==> src/rtl/rom_fetch_master_pkg.sv <==
// Purpose : shared types and constants for the ROM fetch master.
// Latency : n/a (declarations only).
// Backpres: n/a.
// Holds the FSM encoding, active-low strobe levels, reset level, the NOP word
// and the default ROM geometry.
package rom_fetch_master_pkg;

   typedef enum logic [1:0] {
      IDLE   = 2'd0,
      REQ    = 2'd1,
      ACCESS = 2'd2,
      STALL  = 2'd3
   } state_t;

   // Active-low strobe levels on the ROM side (cs_n, as_n, rdy_n).
   localparam logic ENABLE_  = 1'b0;
   localparam logic DISABLE_ = 1'b1;

   // Level of the synchronous reset input that resets the block.
   localparam logic RESET_ENABLE = 1'b0;

   localparam int ROM_ADDR_W = 11;
   localparam int ROM_DATA_W = 32;

   // Word returned to the fetch stage when the slave times out.
   localparam logic [ROM_DATA_W-1:0] NOP = '0;

endpackage

==> src/rtl/fetch_timeout_ctr.sv <==
// Purpose : clear/count/expire wait counter for the ROM access phase.
// Latency : count registered; expire is a combinational decode of the count.
// Backpres: none; saturates at TIMEOUT-1 rather than wrapping.
// Ports   : clk, reset (sync, active-low), clr (zero the count),
//           cnt (advance by one), expire (count has reached TIMEOUT-1).
module fetch_timeout_ctr
   import rom_fetch_master_pkg::*;
#(
   parameter int TIMEOUT = 15
) (
   input  logic clk,
   input  logic reset,
   input  logic clr,
   input  logic cnt,
   output logic expire
);

   localparam int TW = (TIMEOUT > 1) ? $clog2(TIMEOUT) : 1;
   localparam logic [TW-1:0] LAST = TW'(TIMEOUT - 1);

   logic [TW-1:0] timer_q;
   logic [TW-1:0] timer_d;

   always_comb begin
      timer_d = timer_q;
      if (clr) begin
         timer_d = '0;
      end else if (cnt && (timer_q != LAST)) begin
         timer_d = timer_q + 1'b1;
      end
   end

   always_ff @(posedge clk) begin
      if (reset == RESET_ENABLE) begin
         timer_q <= '0;
      end else begin
         timer_q <= timer_d;
      end
   end

   assign expire = (timer_q == LAST);

endmodule

==> src/rtl/rom_fetch_master.sv <==
// Purpose : turns CPU fetch requests into ROM cs_n/as_n/addr strobes and
//           returns the word read back, with stall, flush and timeout.
// Latency : request sampled in IDLE -> cpu_valid on the 3rd edge with a
//           1-cycle ROM; one word per 3 cycles back to back.
// Backpres: busy (combinational) tells the CPU to stall; cpu_stall holds the
//           delivered word in STALL; slave is never abandoned mid-handshake.
// Ports   : cpu_* fetch-stage side, cs_n/as_n/bus_addr/bus_rd_data/bus_rdy_n
//           ROM side, bus_err one-cycle timeout pulse, busy fetch in progress.
module rom_fetch_master
   import rom_fetch_master_pkg::*;
#(
   parameter int ADDR_W  = ROM_ADDR_W,
   parameter int DATA_W  = ROM_DATA_W,
   parameter int TIMEOUT = 15
) (
   input  logic              clk,
   input  logic              reset,
   input  logic              cpu_req,
   input  logic [ADDR_W-1:0] cpu_addr,
   input  logic              cpu_stall,
   input  logic              cpu_flush,
   output logic [DATA_W-1:0] cpu_rd_data,
   output logic              cpu_valid,
   output logic              busy,
   output logic              bus_err,
   output logic              cs_n,
   output logic              as_n,
   output logic [ADDR_W-1:0] bus_addr,
   input  logic [DATA_W-1:0] bus_rd_data,
   input  logic              bus_rdy_n
);

   state_t              state_q,       state_d;
   logic                cs_n_q,        cs_n_d;
   logic                as_n_q,        as_n_d;
   logic [ADDR_W-1:0]   bus_addr_q,    bus_addr_d;
   logic [DATA_W-1:0]   cpu_rd_data_q, cpu_rd_data_d;
   logic                cpu_valid_q,   cpu_valid_d;
   logic                bus_err_q,     bus_err_d;
   logic                flushed_q,     flushed_d;

   logic tmr_clr;
   logic tmr_cnt;
   logic tmr_expire;

   fetch_timeout_ctr #(
      .TIMEOUT (TIMEOUT)
   ) u_timeout (
      .clk    (clk),
      .reset  (reset),
      .clr    (tmr_clr),
      .cnt    (tmr_cnt),
      .expire (tmr_expire)
   );

   always_comb begin
      state_d       = state_q;
      cs_n_d        = cs_n_q;
      as_n_d        = as_n_q;
      bus_addr_d    = bus_addr_q;
      cpu_rd_data_d = cpu_rd_data_q;
      cpu_valid_d   = cpu_valid_q;
      bus_err_d     = 1'b0;
      flushed_d     = flushed_q;
      tmr_clr       = 1'b0;
      tmr_cnt       = 1'b0;

      case (state_q)
         IDLE: begin
            // Valid is always dropped here so an unstalled delivery is a
            // single cycle even when the next request follows immediately.
            cpu_valid_d = 1'b0;
            if (cpu_req && !cpu_flush) begin
               cs_n_d     = ENABLE_;
               as_n_d     = ENABLE_;
               bus_addr_d = cpu_addr;
               flushed_d  = 1'b0;
               state_d    = REQ;
            end
         end

         REQ: begin
            as_n_d  = DISABLE_;
            tmr_clr = 1'b1;
            if (cpu_flush) begin
               flushed_d = 1'b1;
            end
            state_d = ACCESS;
         end

         ACCESS: begin
            if (cpu_flush) begin
               flushed_d = 1'b1;
            end
            // rdy is checked before the timeout so a reply on the expiry
            // edge still delivers data and raises no bus_err.
            if (bus_rdy_n == ENABLE_) begin
               cs_n_d = DISABLE_;
               if (!flushed_q && !cpu_flush) begin
                  cpu_rd_data_d = bus_rd_data;
                  cpu_valid_d   = 1'b1;
                  state_d       = cpu_stall ? STALL : IDLE;
               end else begin
                  cpu_valid_d = 1'b0;
                  state_d     = IDLE;
               end
            end else if (tmr_expire) begin
               cs_n_d        = DISABLE_;
               bus_err_d     = 1'b1;
               cpu_rd_data_d = DATA_W'(NOP);
               cpu_valid_d   = 1'b0;
               state_d       = IDLE;
            end else begin
               tmr_cnt = 1'b1;
            end
         end

         STALL: begin
            if (!cpu_stall || cpu_flush) begin
               cpu_valid_d = 1'b0;
               state_d     = IDLE;
            end
         end

         default: begin
            state_d = IDLE;
         end
      endcase
   end

   always_ff @(posedge clk) begin
      if (reset == RESET_ENABLE) begin
         state_q       <= IDLE;
         cs_n_q        <= DISABLE_;
         as_n_q        <= DISABLE_;
         bus_addr_q    <= '0;
         cpu_rd_data_q <= '0;
         cpu_valid_q   <= 1'b0;
         bus_err_q     <= 1'b0;
         flushed_q     <= 1'b0;
      end else begin
         state_q       <= state_d;
         cs_n_q        <= cs_n_d;
         as_n_q        <= as_n_d;
         bus_addr_q    <= bus_addr_d;
         cpu_rd_data_q <= cpu_rd_data_d;
         cpu_valid_q   <= cpu_valid_d;
         bus_err_q     <= bus_err_d;
         flushed_q     <= flushed_d;
      end
   end

   assign busy = ((state_q == IDLE) && cpu_req && !cpu_flush)
               || (state_q == REQ) || (state_q == ACCESS);

   assign cpu_rd_data = cpu_rd_data_q;
   assign cpu_valid   = cpu_valid_q;
   assign bus_err     = bus_err_q;
   assign cs_n        = cs_n_q;
   assign as_n        = as_n_q;
   assign bus_addr    = bus_addr_q;

endmodule

==> config.mk <==
export PLATFORM = sky130hd
export DESIGN_NAME = rom_fetch_master
export DESIGN_NICKNAME = d
export VERILOG_FILES = /design/src/rtl/rom_fetch_master_pkg.sv /design/src/rtl/fetch_timeout_ctr.sv /design/src/rtl/rom_fetch_master.sv
export SDC_FILE = /design/constraint.sdc
export NUM_CORES = 1
export LEC_CHECK = 0
export CORE_MARGIN = 5
export CORE_UTILIZATION = 46
export CTS_CLUSTER_SIZE = 30
export DETAILED_ROUTE_END_ITERATION = 6
export PLACE_DENSITY_LB_ADDON = 0.15
export SYNTH_ARGS = -nofsm -noshare
export SYNTH_HDL_FRONTEND = slang
export SYNTH_SLANG_ARGS = --single-unit
export TNS_END_PERCENT = 20
==> constraint.sdc <==
create_clock -name clk -period 3.05 [get_ports clk]
set_clock_uncertainty 0.2 [all_clocks]
set_input_delay 0.305 -clock clk [delete_from_list [all_inputs] [get_ports clk]]
set_output_delay 0.305 -clock clk [all_outputs]
set_load 0.005 [all_outputs]
==> results.py <==
metrics = {
    "route": {
        "wl_per_cell_microns": 13.7,
        "drc": 0,
        "ant_nets": 0,
        "wl_mm": 5.82,
        "dr.first_iter.drc_count": 77,
        "vias": 2106,
        "post_drt_via_cell_ratio": 4.96,
        "dr.pass1.iters": 4,
    },
    "setup_path": {
        "ff2ff_setup_slack_ns": 0.98,
        "critical-path-max-stage-delay_ns": 0.45,
        "timing.rr.start": "state_q[0]",
        "endpoint_kind": "output pin",
        "path_max_fanout": 12,
        "path_class": "reg -> out",
        "crit_path_cell_trace": "inv_1 > ha_1 > nor3b_1 > buf_4 > or3_1 > clkdlybuf4s50_1",
        "rr_endpoint": "cpu_rd_data[27]",
        "setup.worst_path.start_class": "flip-flop",
        "arrival_ns": 2.20,
        "crit_required_ns": 2.54,
        "slowest_stage": "clkdlybuf4s50_1",
        "worst_r2r_path_depth": 8,
    },
    "layout": {
        "design_area_sq_mm": 0.00346,
        "syn2layout_area_growth_pct": 48.1,
        "final.fill_count": 442,
        "finalNetCount": 410,
        "drive_gt1_share_pct": 5.63,
        "antenna_cells": 0,
    },
    "clock_tree": {
        "cts_buffers": 5,
        "hold_buffers": 0,
        "clk_latency_ns": 0.31,
        "post_cts_buffers": 0,
        "root_buffer": "clkbuf_8",
        "cts_max_level": 2,
        "cts_resized": 0,
        "clk_pin_slew_worst_paths_ns": 0.09,
        "cts_sinks": 54,
        "cts_tree": "yes",
        "clockBufferDepth": 2,
    },
    "global_route": {
        "use_met1_pct": 22.5,
        "busiest_layer": "met2",
        "grt_pass1_wl_mm": 9.36,
        "antenna_found_initial": 0,
        "gr-usage-met3_pct": 8.09,
        "grtUsageMet2_pct": 28.5,
        "grt_max_degree": 24,
        "grt.overflow.total": 0,
        "groute.usage.overall_pct": 18.2,
        "grt_pass1_vias": 2029,
    },
    "sta": {
        "min_period_over_period_pct": 88.6,
        "fmax_mhz": 370,
        "worst_pin_slew_ns": 0.707,
        "setup_viol": 0,
        "period_needed_ns": 2.70,
        "hold_viol": 0,
        "relSlewSlack_pct": 52.7,
        "rsz0062_at_grt": "false",
        "fin_setup_tns_ns": 0,
        "maxSlewViolCount": 0,
    },
    "yosys": {
        "synth_xor_area_share_pct": 1.12,
        "synth_area_leaders": "dfxtp_1 46%, nand3b_1 11%, a21boi_1 9.6%",
        "yosys.area.top_type_share_pct": 46.2,
        "async_reset_ff_share_pct": 0,
        "avgSynthCellArea_sq_um": 9.06,
        "synth_edf_count": 0,
        "synth_top_family_by_area": "simple AND/OR/NAND/NOR gates",
        "yosys-mux-area-fraction_pct": 0.428,
        "synth_cells": 258,
        "synthSimpleGateAreaFrac_pct": 26.5,
        "ys_warn_count": 0,
        "synth_area_sq_mm": 0.00234,
        "yosysTopAreaCell": "dfxtp_1",
        "synth_flop_cell": "dfxtp_1",
        "synthMostInstantiatedCell": "nand2_1",
        "synth_compound_area_share_pct": 17.7,
        "ys_top_cells_by_count": "56 x nand2_1, 54 x dfxtp_1, 34 x nand3b_1",
        "ys_types": 30,
        "yosys.area_share.adder_pct": 3.75,
        "synth_nets": 314,
        "synth_seq_cells": 54,
        "ys_seq_area_share_pct": 46.2,
    },
    "floorplan": {
        "ioPinCount": 97,
        "start_util_pct": 46.7,
        "fp.dieH_microns": 81.3,
        "num_rows": 26,
        "die_area_sq_mm": 0.00661,
        "core_sq_mm": 0.00501,
        "fp.dieW_microns": 81.3,
    },
    "placed_design": {
        "gp_congestion": 0.736,
        "dp_hpwl_mm": 4.25,
        "place_area_sq_mm": 0.00337,
        "portBuffers": 96,
    },
    "min_path": {
        "hold_start": "cpu_rd_data[23]",
        "hold_depth": 2,
        "worstHoldEndpoint": "cpu_rd_data[23]",
        "min_path_type": "reg -> reg",
    },
    "power": {
        "p_per_area_mw_per_mm2": 490,
        "p_leak_nw": 1.21,
        "irDropWorstVdd_mv": 0.441,
    },
    "outcome": {
        "status": "finished, final reports clean",
    },
    "job": {
        "cap_viol_max_count": 0,
    },
}
## where the power goes
group          internal [mW]  switching (mW)  leakage (nW)
Combinational          0.266           0.217         0.729
Clock                  0.183           0.236        0.0472
Sequential             0.756          0.0367         0.437
## placed cells by master (no fill, tap or decap), types with 6 or more instances in the layout
cell type / instances
clkdlybuf4s50_1: 96
nand2_1: 56
dfxtp_1: 54
nand3b_1: 34
a21boi_1: 30
a21boi_0: 13
buf_4: 9
a21oi_1: 7
ha_1: 7
nor2_1: 6
clkbuf_8: 6
## per-layer routing
| layer | vias to the layer above | part of all wire (%) |
|---|---|---|
| li1 | 1072 | - |
| met1 | 956 | 44 |
| met2 | 69 | 44 |
| met3 | 9 | 10 |
| met4 | 0 | 1.3 |
| met5 | - | 0 |
## layout make-up
type	count	area (sq um)	share of cell area [%]
Clock buffer	6	82.6	2.38
Clock inverter	2	12.5	0.361
Inverter	4	15.0	0.434
Multi-Input combinational cell	184	1160	33.4
Sequential cell	54	1080	31.2
Tap cell	70	87.6	2.53
Timing Repair Buffer	105	1030	29.7
## critical path: cells and delay by family, from the launching register on
family	cells	cell delay, ns
buffers and inverters	3	0.74
DFF	1	0.42
adders and majority gates	1	0.26
and+or+nand+nor	2	0.47
## worst max path at each step
| stage | startpoint | endpoint | slack (ns) |
|---|---|---|---|
| floorplan | state_q[0] | cpu_rd_data[0] | 1.26 |
| detailed placement | cpu_flush | busy | 0.60 |
| finish | state_q[0] | busy | 0.35 |
| global route | state_q[0] | busy | 0.22 |
| global placement | cpu_flush | busy | 0.64 |
| CTS | state_q[0] | busy | 0.34 |
## per-stage QoR
step	hold slack [ns]	total power, mW	setup WS (ns)	std cells	util (%)
6_report	0.251	1.70	0.347	425	69.1
5_1_grt	0.270	1.81	0.220	425	69.1
4_1_cts	0.255	1.71	0.339	425	69.1
3_5_place_dp	0.241	1.29	0.603	417	67.2
3_3_place_gp	0.236	1.28	0.640	417	67.2
2_1_floorplan	0.247	1.07	1.26	258	-
## kinds of logic after synthesis
logic type / count (synthesis)
compound gates: 58
xor+xnor: 3
fa+ha+maj: 7
buf+inv: 20
flops: 54
mux: 1
simple gates: 115
## state kept, by name, summed over array words and instances, names as in the netlist
name               count
as_n                   1
bus_addr              11
bus_err                1
cpu_rd_data           32
cpu_valid              1
cs_n                   1
flushed_q              1
state_q                2
u_timeout.timer_q      4
Power figures use the tool's default switching activity.
